<file path="config.mk">
export PLATFORM = sky130hd
export DESIGN_NAME = div
export DESIGN_NICKNAME = d
export VERILOG_FILES = /design/src/rtl/div.sv
export SDC_FILE = /design/constraint.sdc
export NUM_CORES = 1
export LEC_CHECK = 0
export BUFFER_PORTS_ARGS = -buffer_cell sky130_fd_sc_hd__buf_2
export CAP_MARGIN = 20
export CORE_UTILIZATION = 23
export DETAILED_ROUTE_END_ITERATION = 12
export MAX_ROUTING_LAYER = met4
export PLACE_DENSITY = 0.42
export SKIP_CTS_REPAIR_TIMING = 1
export SLEW_MARGIN = 20
export SYNTH_ARGS = -nofsm -noshare
export SYNTH_HDL_FRONTEND = slang
export SYNTH_SLANG_ARGS = --single-unit
</file>
<file path="constraint.sdc">
create_clock -name clk -period 5.8 [get_ports clk]
set_input_delay 0.29 -clock clk [delete_from_list [all_inputs] [get_ports clk]]
set_output_delay 0.29 -clock clk [all_outputs]
set_load 0.1 [all_outputs]
</file>
<file path="src/rtl/div.sv">
// ============================================================================
// Module   : div
// Brief    : Multi-cycle 32-bit restoring divider (signed/unsigned) for EX/HI-LO.
// Revision : 1.0
// ============================================================================
`default_nettype none

module div (
    input  logic        clk,
    input  logic        rst,
    input  logic        signed_div_i,
    input  logic [31:0] opdata1_i,
    input  logic [31:0] opdata2_i,
    input  logic        start_i,
    input  logic        annul_i,
    output logic [63:0] result_o,
    output logic        ready_o
);

    typedef enum logic [1:0] {
        S_FREE   = 2'd0,
        S_BYZERO = 2'd1,
        S_ON     = 2'd2,
        S_END    = 2'd3
    } state_t;

    localparam logic [5:0] c_LAST_CNT = 6'd32;

    state_t      r_state, w_state_nxt;
    logic [5:0]  r_cnt, w_cnt_nxt;
    logic [64:0] r_dividend, w_dividend_nxt;
    logic [31:0] r_divisor, w_divisor_nxt;
    logic        r_signed, w_signed_nxt;
    logic        r_sign1, w_sign1_nxt;
    logic        r_sign2, w_sign2_nxt;
    logic [63:0] r_result, w_result_nxt;
    logic        r_ready, w_ready_nxt;

    logic [31:0] w_mag1, w_mag2;
    logic [32:0] w_diff;
    logic [31:0] w_quot, w_rem;

    // Operand magnitudes; only negated when the request is signed.
    assign w_mag1 = (signed_div_i && opdata1_i[31]) ? (~opdata1_i + 32'd1) : opdata1_i;
    assign w_mag2 = (signed_div_i && opdata2_i[31]) ? (~opdata2_i + 32'd1) : opdata2_i;

    assign w_diff = {1'b0, r_dividend[63:32]} - {1'b0, r_divisor};
    assign w_quot = (r_signed && (r_sign1 ^ r_sign2)) ? (~r_dividend[31:0] + 32'd1)
                                                      : r_dividend[31:0];
    assign w_rem  = (r_signed && r_sign1) ? (~r_dividend[64:33] + 32'd1)
                                          : r_dividend[64:33];

    always_comb begin
        w_state_nxt    = r_state;
        w_cnt_nxt      = r_cnt;
        w_dividend_nxt = r_dividend;
        w_divisor_nxt  = r_divisor;
        w_signed_nxt   = r_signed;
        w_sign1_nxt    = r_sign1;
        w_sign2_nxt    = r_sign2;
        w_result_nxt   = r_result;
        w_ready_nxt    = r_ready;

        case (r_state)
            S_FREE: begin
                w_result_nxt = 64'd0;
                w_ready_nxt  = 1'b0;
                if (start_i && !annul_i) begin
                    if (opdata2_i == 32'd0) begin
                        w_state_nxt = S_BYZERO;
                    end else begin
                        w_state_nxt    = S_ON;
                        w_cnt_nxt      = 6'd0;
                        w_divisor_nxt  = w_mag2;
                        w_dividend_nxt = {32'd0, w_mag1, 1'b0};
                        w_signed_nxt   = signed_div_i;
                        w_sign1_nxt    = opdata1_i[31];
                        w_sign2_nxt    = opdata2_i[31];
                    end
                end
            end
            S_BYZERO: begin
                w_state_nxt  = S_END;
                w_result_nxt = 64'd0;
                w_ready_nxt  = 1'b1;
            end
            S_ON: begin
                if (annul_i) begin
                    w_state_nxt  = S_FREE;
                    w_cnt_nxt    = 6'd0;
                    w_result_nxt = 64'd0;
                    w_ready_nxt  = 1'b0;
                end else if (r_cnt != c_LAST_CNT) begin
                    // Restore on borrow: shift only; otherwise keep the difference.
                    if (w_diff[32])
                        w_dividend_nxt = {r_dividend[63:0], 1'b0};
                    else
                        w_dividend_nxt = {w_diff[31:0], r_dividend[31:0], 1'b1};
                    w_cnt_nxt = r_cnt + 6'd1;
                end else begin
                    w_state_nxt  = S_END;
                    w_cnt_nxt    = 6'd0;
                    w_result_nxt = {w_rem, w_quot};
                    w_ready_nxt  = 1'b1;
                end
            end
            S_END: begin
                if (!start_i) begin
                    w_state_nxt  = S_FREE;
                    w_result_nxt = 64'd0;
                    w_ready_nxt  = 1'b0;
                end
            end
            default: begin
                w_state_nxt = S_FREE;
            end
        endcase
    end

    always_ff @(posedge clk or negedge rst) begin
        if (!rst) begin
            r_state    <= S_FREE;
            r_cnt      <= 6'd0;
            r_dividend <= 65'd0;
            r_divisor  <= 32'd0;
            r_signed   <= 1'b0;
            r_sign1    <= 1'b0;
            r_sign2    <= 1'b0;
            r_result   <= 64'd0;
            r_ready    <= 1'b0;
        end else begin
            r_state    <= w_state_nxt;
            r_cnt      <= w_cnt_nxt;
            r_dividend <= w_dividend_nxt;
            r_divisor  <= w_divisor_nxt;
            r_signed   <= w_signed_nxt;
            r_sign1    <= w_sign1_nxt;
            r_sign2    <= w_sign2_nxt;
            r_result   <= w_result_nxt;
            r_ready    <= w_ready_nxt;
        end
    end

    assign result_o = r_result;
    assign ready_o  = r_ready;

endmodule

`default_nettype wire

</file>
==> impl_results.md, run 1 <==
* Post-Synthesis Net Count at around 1,500
* NumNets Final at 1,583
* Die Area at between 50,000 and 60,000 um2
* Largest net degree at the start of global routing at 96
* Setup Viol. Count Final at 0
* Max-cap viol count at 0
* Drt wl/cell at 16.4 um
* Number of I/O pins at roughly 130
* Final Slew Violations at 0
* Via count of the first global-routing pass at approximately 9,600
* Required @ worst endpoint at between 6 and 7 ns
* Core Area at about 49,000 um2
* Ys Warns at 0
* Layout area overhead at 16.9%
* Vias at around 10,000
* Leakage at 5.83 nW
* Crit path max fanout at 7
* Fmax at 285 MHz
* Clock skew at approximately 0.016 ns
* Initial antenna violation count at 0
* Row cnt at 81
* Net Sw Frac at around half
* Clock Sinks at approximately 170
* Final Hold Fails at 0
* Die Wd at 225 um
* Critical path class: reg -> reg
* Port Buffers at ~130
* Hold_ws at 0.117 ns
* Non-Filler Instances at between 2,000 and 2,500
* Post-synth ARST share at between 90% and 100%
* Crit end category: flop
* Drt drc at 0
* Internal power at between 0.003 and 0.004 W
* Period utilization at approximately three fifths
* First-pass GRT wire length at 55,800 um
* Ys flop type: dfrtp_1
* Share of cells above drive strength 1 at around an eighth
* PwrDens at ~470 nW/um2
* GRT Resource Usage Total at 14.7%
* Starting DRC count in detailed routing at 530
* Clk_lat worst skew at roughly 0.46 ns
* Syn avg cell area at ~8.3 um2
* Syn Inst Count at approximately 1,400
* Vias per cell at 4.67
* CTS buffer count at 17
* CP startpoint kind: flop
* Status: complete, no violations
* Drt total wl at ~35,000 um
* CTS H-tree lvls at 4
* Worst-path clk slew at roughly 0.07 ns
* Distinct cells, synth at slightly above 70
* Grt total ovfl at 0
* Seq cells post-synth at approximately 170
* Initial Util at between 20% and 30%
* Post-synth EDFFs at 0
* Slew Limit Headroom at 36.3%
* TritonCTS clock tree: yes
* Final ANT Viol Nets at 0
* Slew @ Worst Pin at 0.956 ns
* Detailed Place HPWL at ~26,000 um
* Max rail drop VDD at 0.000237 V
* # diodes at 0
* Synthesized cell area at roughly 11,000 um2
* CTS Buffer Depth at 2
* Logic pwr share at between 50% and 60%
* Die H at around 230 um
* Sw Pwr at roughly 0.0030 W
* Setup TNS at 0 ns
* Detailed Routing Iterations Pass 1 at 4
* Seq pwr share at 29.3%
* GPL Wtd Cong at about 0.84
* Arr. time, crit path at between 3 and 4 ns
* Clock power frac at ~20%
* CTS root buf: clkbuf_16
* RSZ-0062 raised after global routing: no
* Sequential share of the synthesized area at between 30% and 40%
* Hold Crit Class: in -> reg
* Dpl cells at between 2,000 and 2,500
* Final min period at 3.50 ns
[Yosys cell counts, types with 8 or more instances]
| cell type | count | area [um2] |
|---|---|---|
| ha_1 | 43 | 538 |
| nand2_1 | 197 | 739 |
| a32oi_1 | 9 | 78.8 |
| clkbuf_1 | 58 | 218 |
| nor2b_1 | 8 | 50.1 |
| xnor2_1 | 78 | 683 |
| nand2b_1 | 11 | 68.8 |
| nor2_1 | 112 | 420 |
| nor4_1 | 13 | 81.3 |
| or4_1 | 10 | 75.1 |
| nand3_1 | 32 | 160 |
| nor3_1 | 20 | 100 |
| o31ai_1 | 25 | 188 |
| o21ai_0 | 162 | 811 |
| o311ai_0 | 18 | 158 |
| dfrtp_1 | 173 | 4330 |
| xor2_1 | 68 | 596 |
| o41ai_1 | 8 | 70.1 |
| a31oi_1 | 16 | 100 |
| a21o_1 | 18 | 135 |
| or3_1 | 10 | 62.6 |
| inv_1 | 61 | 229 |
| a21oi_1 | 118 | 591 |
[flip-flops by register name, indices dropped and copies added (netlist names), 2 cells and up]
register    count
r_dividend     65
result_o       64
r_divisor      32
r_cnt           6
r_state         2
[final cells by class]
class | count | area [um2]
fill | 5411 | 35700
multi-input combinational | 1073 | 6580
sequential | 173 | 4330
tap | 664 | 831
timing repair buffer | 144 | 769
clock buffer | 17 | 425
inverter | 61 | 229
clock inverter | 15 | 211
[cell families (layout without fill, tap and decap cells)]
logic type,Yosys count,count (layout),share of synthesized area [%]
compound gates,415,415,21.6
mux,10,10,0.919
flops,173,173,37.8
simple gates,458,458,18.8
buf+inv,136,237,4.84
xor+xnor,146,146,11.2
fa+ha+maj,44,44,4.88
[worst paths after layout]
kind,startpoint,to,slack (ns),cells after the start
setup reg to reg,r_dividend[37],r_dividend[63],2.30,10
max in group asynchronous,rst,r_divisor[8],3.89,3
setup / recovery,r_dividend[37],r_dividend[63],2.30,10
hold / removal,opdata2_i[1],r_divisor[1],0.12,3
hold reg to reg,result_o[20],result_o[20],0.47,2
min in group asynchronous,rst,result_o[9],0.51,2
[worst max-delay path, cell delays in order (launching register included)]
cell and delay [ns]:
dfrtp_1 0.47, ha_1 0.40, a21o_1 0.20, a211oi_1 0.25, a21oi_1 0.18, or2_2 0.32, a311oi_1 0.54, a41oi_1 0.34
a221oi_1 0.41, xor2_1 0.18, o21ai_0 0.09
[per-stage QoR]
step	util [%]	instance area [um2]	power (W)	worst slack, ns
CTS	27.2	13400	0.00633	2.29
floorplan	-	11400	0.00419	2.77
global route	27.3	13400	0.00674	1.96
global placement	25.9	12700	0.00500	2.08
detailed placement	25.9	12700	0.00502	2.00
finish	27.3	13400	0.00624	2.30
[layer usage]
| metal | GRT usage [%] | vias to the layer above | wire length (um) |
|---|---|---|---|
| met5 | - | - | 0 |
| met4 | 3.95 | 0 | 606 |
| met3 | 2.50 | 27 | 1390 |
| met2 | 21.5 | 236 | 15300 |
| met1 | 20.6 | 4702 | 18000 |
| li1 | - | 5051 | - |
[placed cells by master (no fill, tap or decap), types with 6 or more instances in the layout]
cell / count
nand2_1: 196
a21oi_1: 117
a32oi_1: 9
a31oi_1: 16
o311ai_0: 18
and2_1: 6
xor2_1: 68
nor2_1: 112
or3_1: 10
nor4_1: 13
nand4_1: 6
clkbuf_16: 17
nor3_1: 20
ha_1: 42
buf_2: 132
o41ai_1: 8
nor2b_1: 8
o21ai_0: 162
buf_4: 9
dfrtp_1: 173
mux2i_1: 6
inv_1: 61
o31ai_1: 25
a21o_1: 17
xnor2_1: 78
nand3_1: 32
nand2b_1: 11
or4_1: 10
[power groups by stage]
stage          Clock (W)  Combinational (W)  Sequential [W]
5_1_grt          0.00137            0.00349         0.00188
3_3_place_gp           0            0.00315         0.00185
6_report         0.00127            0.00314         0.00183
2_1_floorplan          0            0.00191         0.00228
4_1_cts          0.00132            0.00318         0.00183
3_5_place_dp           0            0.00317         0.00186
Note: power is estimated with default switching activity, not from simulation.
==> inputs of run 2 (changes only) <==
--- a/config.mk
+++ b/config.mk
@@ -10,7 +10,7 @@
 export CORE_UTILIZATION = 23
 export DETAILED_ROUTE_END_ITERATION = 12
 export MAX_ROUTING_LAYER = met4
-export PLACE_DENSITY = 0.42
+export PLACE_DENSITY = 0.44
 export SKIP_CTS_REPAIR_TIMING = 1
 export SLEW_MARGIN = 20
 export SYNTH_ARGS = -nofsm -noshare
==> constraint.sdc (replaced) <==
create_clock -name clk -period 3.2 [get_ports clk]
set_input_delay 0.16 -clock clk [delete_from_list [all_inputs] [get_ports clk]]
set_output_delay 0.16 -clock clk [all_outputs]
set_load 0.1 [all_outputs]
==> run 2 against run 1 <==
Worst setup slack worse by 2.1 ns. Design area grew 3.3%. First-iteration DRC count rose by 18%. Clock skew shrank 0.0067 ns. Critical path type unchanged. Largest cell class unchanged.
==> impl_results.md, run 2 (same netlist as run 1, synthesis figures left out) <==
* Critical path's slowest cell: or4_4
* Worst-path clk slew at 0.07 ns (about the same)
* Row cnt at 81 (unchanged)
* Detailed Routing Iterations Pass 1 at 7 (+3)
* Fmax at 328 MHz (+15%)
* Number of I/O pins at 134 (unchanged)
* NumNets Final at 1,635 (+3.3%)
* Slew Limit Headroom at 44.3% (+8.0 points)
* Vias at 10,300 (+2.7%)
* Launch point of the worst hold path: opdata2_i[1]
* Largest net degree at the start of global routing at 96 (unchanged)
* GRT Resource Usage Total at 14.6% (-0.059 points)
* Final Slew Violations at 0 (unchanged)
* Hold Crit Class: in -> reg
* FF-to-FF path depth at 10 (unchanged)
* Share of cells above drive strength 1 at 16.6% (+3.3 points)
* Die Area at 50,600 um2 (unchanged)
* GPL Wtd Cong at 0.869 (+3.9%)
* RSZ-0062 raised after global routing: yes
* Max reg flops at 65 (unchanged)
* Crit path max-delay family: simple AND/OR/NAND/NOR gates
* Commonest non-fill, non-tap cell in the layout: nand2_1
* Worst Setup SP: r_dividend[4]
* Drt drc at 0 (unchanged)
* CTS buffer count at 17 (unchanged)
* Worst reg-to-reg setup slack at 0.15 ns (-2.14 ns)
* Clk_lat worst skew at 0.44 ns (-0.02 ns)
* Port Buffers at 133 (unchanged)
* Hold path endpoint: r_divisor[1]
* Vias per cell at 4.68 (+0.33%)
* Drt total wl at 35,500 um (+0.66%)
* Top reg by flops: r_dividend
* Setup TNS at 0 ns (unchanged)
* CTS H-tree lvls at 4 (unchanged)
* Die Wd at 225 um (unchanged)
* Crit path max fanout at 4 (-3)
* Core Area at 49,100 um2 (unchanged)
* Crit-path max cell delay at 0.47 ns (-0.07 ns)
* # diodes at 0 (unchanged)
* Final min period at 3.05 ns (-0.459 ns)
* Max rail drop VDD at 0.000459 V (+94%)
* Arr. time, crit path at 3.36 ns (-0.47 ns)
* Slew @ Worst Pin at 0.833 ns (-0.123 ns)
* Crit Reg-Reg Startpoint: r_dividend[4]
* Starting DRC count in detailed routing at 627 (+18%)
* Critical path class: reg -> reg
* Required @ worst endpoint at 3.51 ns (-2.61 ns)
* Detailed Place HPWL at 26,800 um (+1.1%)
* Grt total ovfl at 0 (unchanged)
* Via count of the first global-routing pass at 9,840 (+2.0%)
* Most frequent cells in the layout: 195 x nand2_1, 173 x dfrtp_1, 161 x o21ai_0
* Crit end category: flop
* Final ANT Viol Nets at 0 (unchanged)
* CTS Buffer Depth at 2 (unchanged)
* # fillers at 5,418 (+0.13%)
* Leakage at 6.11 nW (+4.8%)
* Final Hold Fails at 0 (unchanged)
* Clock skew at 0.00887 ns (-0.00668 ns)
* Critical path, cell by cell: or3_1 > or3b_1 > or4_4 > nor4b_4 > nand2_2 > nor4_4 > buf_4 > a31oi_2 > xnor2_1 > o21ai_1
* Max-cap viol count at 0 (unchanged)
* Initial antenna violation count at 1 (+1)
* Setup Viol. Count Final at 0 (unchanged)
* CTS root buf: clkbuf_16
* Clock Sinks at 173 (unchanged)
* PwrDens at 834 nW/um2 (+79%)
* Setup slack after layout at 0.155 ns (-2.14 ns)
* CP Buf/Inv Count at 1 (+1)
* Hold path depth at 3 (unchanged)
* Layout area overhead at 20.7%
* CP startpoint kind: flop
* Die H at 225 um (unchanged)
* TritonCTS clock tree: yes
* Drt wl/cell at 16.2 um (-1.7%)
* Initial Util at 23.3% (unchanged)
* Pre-CTS WS at 0.0458 ns (-1.95 ns)
* First-pass GRT wire length at 56,100 um (+0.57%)
* Hold_ws at 0.0115 ns (-0.106 ns)
* FF-to-FF End: result_o[28]
* Status: complete, no violations
* Period utilization at 95.2% (+35 points)
==> run 2: changes by cell type in the layout (fill, tap and decap cells not counted), moves of 2 or more <==
cell	before	now
buf_12	1	5
buf_4	9	56
bufinv_16	4	2
o311ai_0	18	8
o311ai_1	4	13
==> run 2: layout make-up <==
class	count	area, um2	share of cell area, %
clock buffers	19	443	3.21
repair buffers	196	1210	8.78
flip-flops and latches	173	4330	31.3
inverters	61	229	1.66
clock inverters	12	139	1.01
well taps	664	831	6.02
multi-input cells	1073	6630	48.0
==> run 2: report_power, final <==
part | switching, W | internal (W)
sequential | 0.000487 | 0.00277
clock | 0.000955 | 0.00118
combinational | 0.00415 | 0.00198
total | 0.00559 | 0.00593
==> run 2: metrics by stage <==
step	area (um2)	total power [W]	util [%]	std cells
after floorplan	11400	0.00759	-	1382
after global placement	13200	0.00940	26.8	2164
after detailed placement	13200	0.00943	26.8	2164
after CTS	13700	0.0116	28.0	2195
after global routing	13800	0.0124	28.2	2198
final	13800	0.0115	28.2	2198
==> run 2: worst max path at each step <==
stage                           endpoint  cells past startpoint
final                       result_o[28]                     10
after global routing      r_dividend[59]                     13
after CTS                 r_dividend[43]                     12
after detailed placement  r_dividend[43]                     12
after global placement    r_dividend[51]                     13
after floorplan           r_dividend[58]                     14
==> run 2: worst min-delay path: stages <==
cell and delay (ns):
buf_2 0.12, nand2_1 0.06, a31oi_1 0.08
==> run 2: routing by layer <==
layer | GRT usage (%) | wire (um) | vias up
li1 | - | - | 5133
met1 | 20.6 | 17600 | 4901
met3 | 1.98 | 1500 | 16
met2 | 22.0 | 16100 | 238
met5 | - | 0 | -
met4 | 3.42 | 379 | 0
==> inputs of run 3 (changes only) <==
--- a/config.mk
+++ b/config.mk
@@ -5,12 +5,13 @@
 export SDC_FILE = /design/constraint.sdc
 export NUM_CORES = 1
 export LEC_CHECK = 0
+export ABC_AREA = 1
 export BUFFER_PORTS_ARGS = -buffer_cell sky130_fd_sc_hd__buf_2
 export CAP_MARGIN = 20
 export CORE_UTILIZATION = 23
 export DETAILED_ROUTE_END_ITERATION = 12
 export MAX_ROUTING_LAYER = met4
-export PLACE_DENSITY = 0.44
+export PLACE_DENSITY = 0.43
 export SKIP_CTS_REPAIR_TIMING = 1
 export SLEW_MARGIN = 20
 export SYNTH_ARGS = -nofsm -noshare
==> run 3 against run 2 <==
The run now ends with negative hold slack left. Combinational power is 15% higher. Synthesized cell count is 53% higher. Count of clock-buffer cells in the layout is 1 lower. Sequential cell count unchanged. First-iteration DRC count is 69% higher. Clock skew rose by 0.0030 ns. Non-clock buffer count decreased by 39. Via count rose by 29%. Fmax rose by 17%. Sequential share of layout area is 3.4 points lower. Critical path type unchanged.
==> impl_results.md, run 3 <==
* GPL Wtd Cong at 0.872 (+0.29%)
* Setup Viol. Count Final at 0 (unchanged)
* Commonest non-fill, non-tap cell in the layout: nand2_1
* Row cnt at 88 (+8.6%)
* Sequential share of the synthesized area at 32.2% (-5.7 points)
* Clock skew at 0.0119 ns (+0.00300 ns)
* Vias per cell at 4.40 (-6.0%)
* Violated checks: negative hold slack
* Slew @ Worst Pin at 1.03 ns (+0.197 ns)
* Ys Warns at 0 (unchanged)
* CTS buffer count at 17 (unchanged)
* Worst-path clk slew at 0.07 ns (about the same)
* Post-Synthesis Net Count at 2,234 (+49%)
* Synthesized cell area at 13,500 um2 (+18%)
* Leakage at 8.34 nW (+36%)
* Syn Inst Count at 2,121 (+53%)
* Layout area overhead at 15.1%
* Pre-CTS WS at 0.626 ns (+0.580 ns)
* CP startpoint kind: flop
* Setup slack after layout at 0.601 ns (+0.447 ns)
* Final Slew Violations at 0 (unchanged)
* Vias at 13,300 (+29%)
* NumNets Final at 2,351 (+44%)
* CTS Buffer Depth at 2 (unchanged)
* Die Wd at 244 um (+8.4%)
* Final Hold Fails at 3 (+3)
* Detailed Routing Iterations Pass 1 at 5 (-2)
* Required @ worst endpoint at 3.59 ns (+0.08 ns)
* CTS root buf: clkbuf_16
* Period utilization at 81.2% (-14 points)
* Max-cap viol count at 0 (unchanged)
* Top-count cell post-synth: nand2_1
* Final min period at 2.60 ns (-0.447 ns)
* Drt total wl at 46,300 um (+30%)
* Most frequent cells in the layout: 731 x nand2_1, 297 x inv_1, 221 x nand3_1
* # fillers at 6,517 (+20%)
* Number of I/O pins at 134 (unchanged)
* Max reg flops at 65 (unchanged)
* Ys flop type: dfrtp_1
* Core Area at 57,800 um2 (+18%)
* Die H at 244 um (+8.4%)
* Hold_ws at -0.00959 ns (-0.0211 ns)
* TritonCTS clock tree: yes
* Grt total ovfl at 0 (unchanged)
* Largest net degree at the start of global routing at 77 (-20%)
* Clk_lat worst skew at 0.50 ns (+0.06 ns)
* Post-synth EDFFs at 0 (unchanged)
* Initial antenna violation count at 1 (unchanged)
* Clock Sinks at 173 (unchanged)
* Post-synth ARST share at 100% (unchanged)
* CTS H-tree lvls at 4 (unchanged)
* First-pass GRT wire length at 72,900 um (+30%)
* Post-route cell area at 15,500 um2 (+12%)
* PwrDens at 802 nW/um2 (-3.8%)
* Crit end category: flop
* Drt drc at 0 (unchanged)
* Fmax at 385 MHz (+17%)
* Port Buffers at 133 (unchanged)
* Max rail drop VDD at 0.000706 V (+54%)
* Status: finished with violations
* Distinct cells, synth at 46 (-35%)
* Syn avg cell area at 6.35 um2 (-23%)
* Initial Util at 23.3% (-0.030 points)
* RSZ-0062 raised after global routing: no
* GRT Resource Usage Total at 16.4% (+1.8 points)
* Seq cells post-synth at 173 (unchanged)
* Placement Cell Area at 14,900 um2 (+13%)
* Arr. time, crit path at 2.99 ns (-0.37 ns)
* Slew Limit Headroom at 31.2% (-13 points)
* Via count of the first global-routing pass at 12,700 (+29%)
* Starting DRC count in detailed routing at 1,061 (+69%)
* Most frequent cells after synthesis: 732 x nand2_1, 297 x inv_1, 221 x nand3_1, 178 x nor2_1, 173 x dfrtp_1
* Largest cells by area after synthesis: dfrtp_1 32%, nand2_1 20%, inv_1 8.3%
* Synth area leader: dfrtp_1
* Setup TNS at 0 ns (unchanged)
* Top reg by flops: r_dividend
* Share of the synthesized area in the top cell type at 32.2% (-5.7 points)
* Hold Crit Class: in -> reg
* Crit path max fanout at 29 (+25)
* Die Area at 59,500 um2 (+18%)
* Share of cells above drive strength 1 at 10.7% (-5.9 points)
* Critical path class: reg -> reg
* Detailed Place HPWL at 36,900 um (+38%)
* Final ANT Viol Nets at 0 (unchanged)
* Drt wl/cell at 15.3 um (-5.1%)
run 3: changes by cell type in the layout (fill, tap and decap cells not counted), sizes merged, moves of 23 or more:
cell	previous run	this run
xnor2	78	19
xor2	68	45
nor2	112	186
buf	194	151
inv	64	318
nand3	32	226
nand4	6	29
a21oi	119	51
nand2	198	744
run 3: path summary, 6_finish.rpt:
check,cells past startpoint,startpoint,slack (ns),endpoint
worst max-delay path,14,r_divisor[0],0.60,r_dividend[64]
max in group asynchronous,3,rst,2.08,r_divisor[1]
worst max register to register,14,r_divisor[0],0.60,r_dividend[64]
worst min-delay path,4,opdata2_i[21],-0.01,r_divisor[21]
min in group asynchronous,2,rst,0.21,r_divisor[0]
worst min register to register,2,result_o[12],0.48,result_o[12]
run 3: logic make-up after synthesis:
logic type | share of synthesized area [%]
simple gates | 37.9
buf+inv | 11.4
compound gates | 10.2
flops | 32.2
xor+xnor | 4.16
fa+ha+maj | 4.14
run 3: per-layer routing:
layer | wire length, um | track usage, % | up-vias
met4 | 748 | 4.65 | 0
li1 | - | - | 6941
met2 | 20000 | 24.3 | 231
met5 | 0 | - | -
met1 | 23900 | 22.6 | 6061
met3 | 1570 | 2.83 | 40
run 3: power breakdown:
| group | switching [W] | internal (W) |
|---|---|---|
| combinational | 0.00533 | 0.00174 |
| sequential | 0.000490 | 0.00282 |
| clock | 0.00104 | 0.00102 |
| total | 0.00686 | 0.00558 |
run 3: area by class of cell:
cell class	count	area [um2]	area share [%]
timing repair buffer	157	880	5.67
clock buffer	18	429	2.77
antenna	1	2.50	0.0161
inverter	312	1170	7.57
clock inverter	14	130	0.839
tap	765	957	6.17
sequential	173	4330	27.9
multi-input combinational	1577	7600	49.0
run 3: through the flow:
| step | std cells | util, % | total power, W |
|---|---|---|---|
| finish | 3017 | 26.8 | 0.0124 |
| floorplan | 2121 | - | 0.00865 |
| global route | 3017 | 26.8 | 0.0135 |
| CTS | 3011 | 26.7 | 0.0126 |
| detailed placement | 2979 | 25.8 | 0.0105 |
| global placement | 2979 | 25.8 | 0.0105 |
run 3: worst max-delay path: stages (launching register included):
cell	delay, ns
dfrtp_1	0.45
ha_1	0.23
fa_1	0.35
inv_1	0.11
nand2_1	0.08
nand2_1	0.08
nand3_1	0.09
nand2_2	0.10
nand2_1	0.06
nand2_2	0.10
nand2_2	0.08
nand2_4	0.31
nand3_1	0.27
nand2_1	0.13
nand2_1	0.05
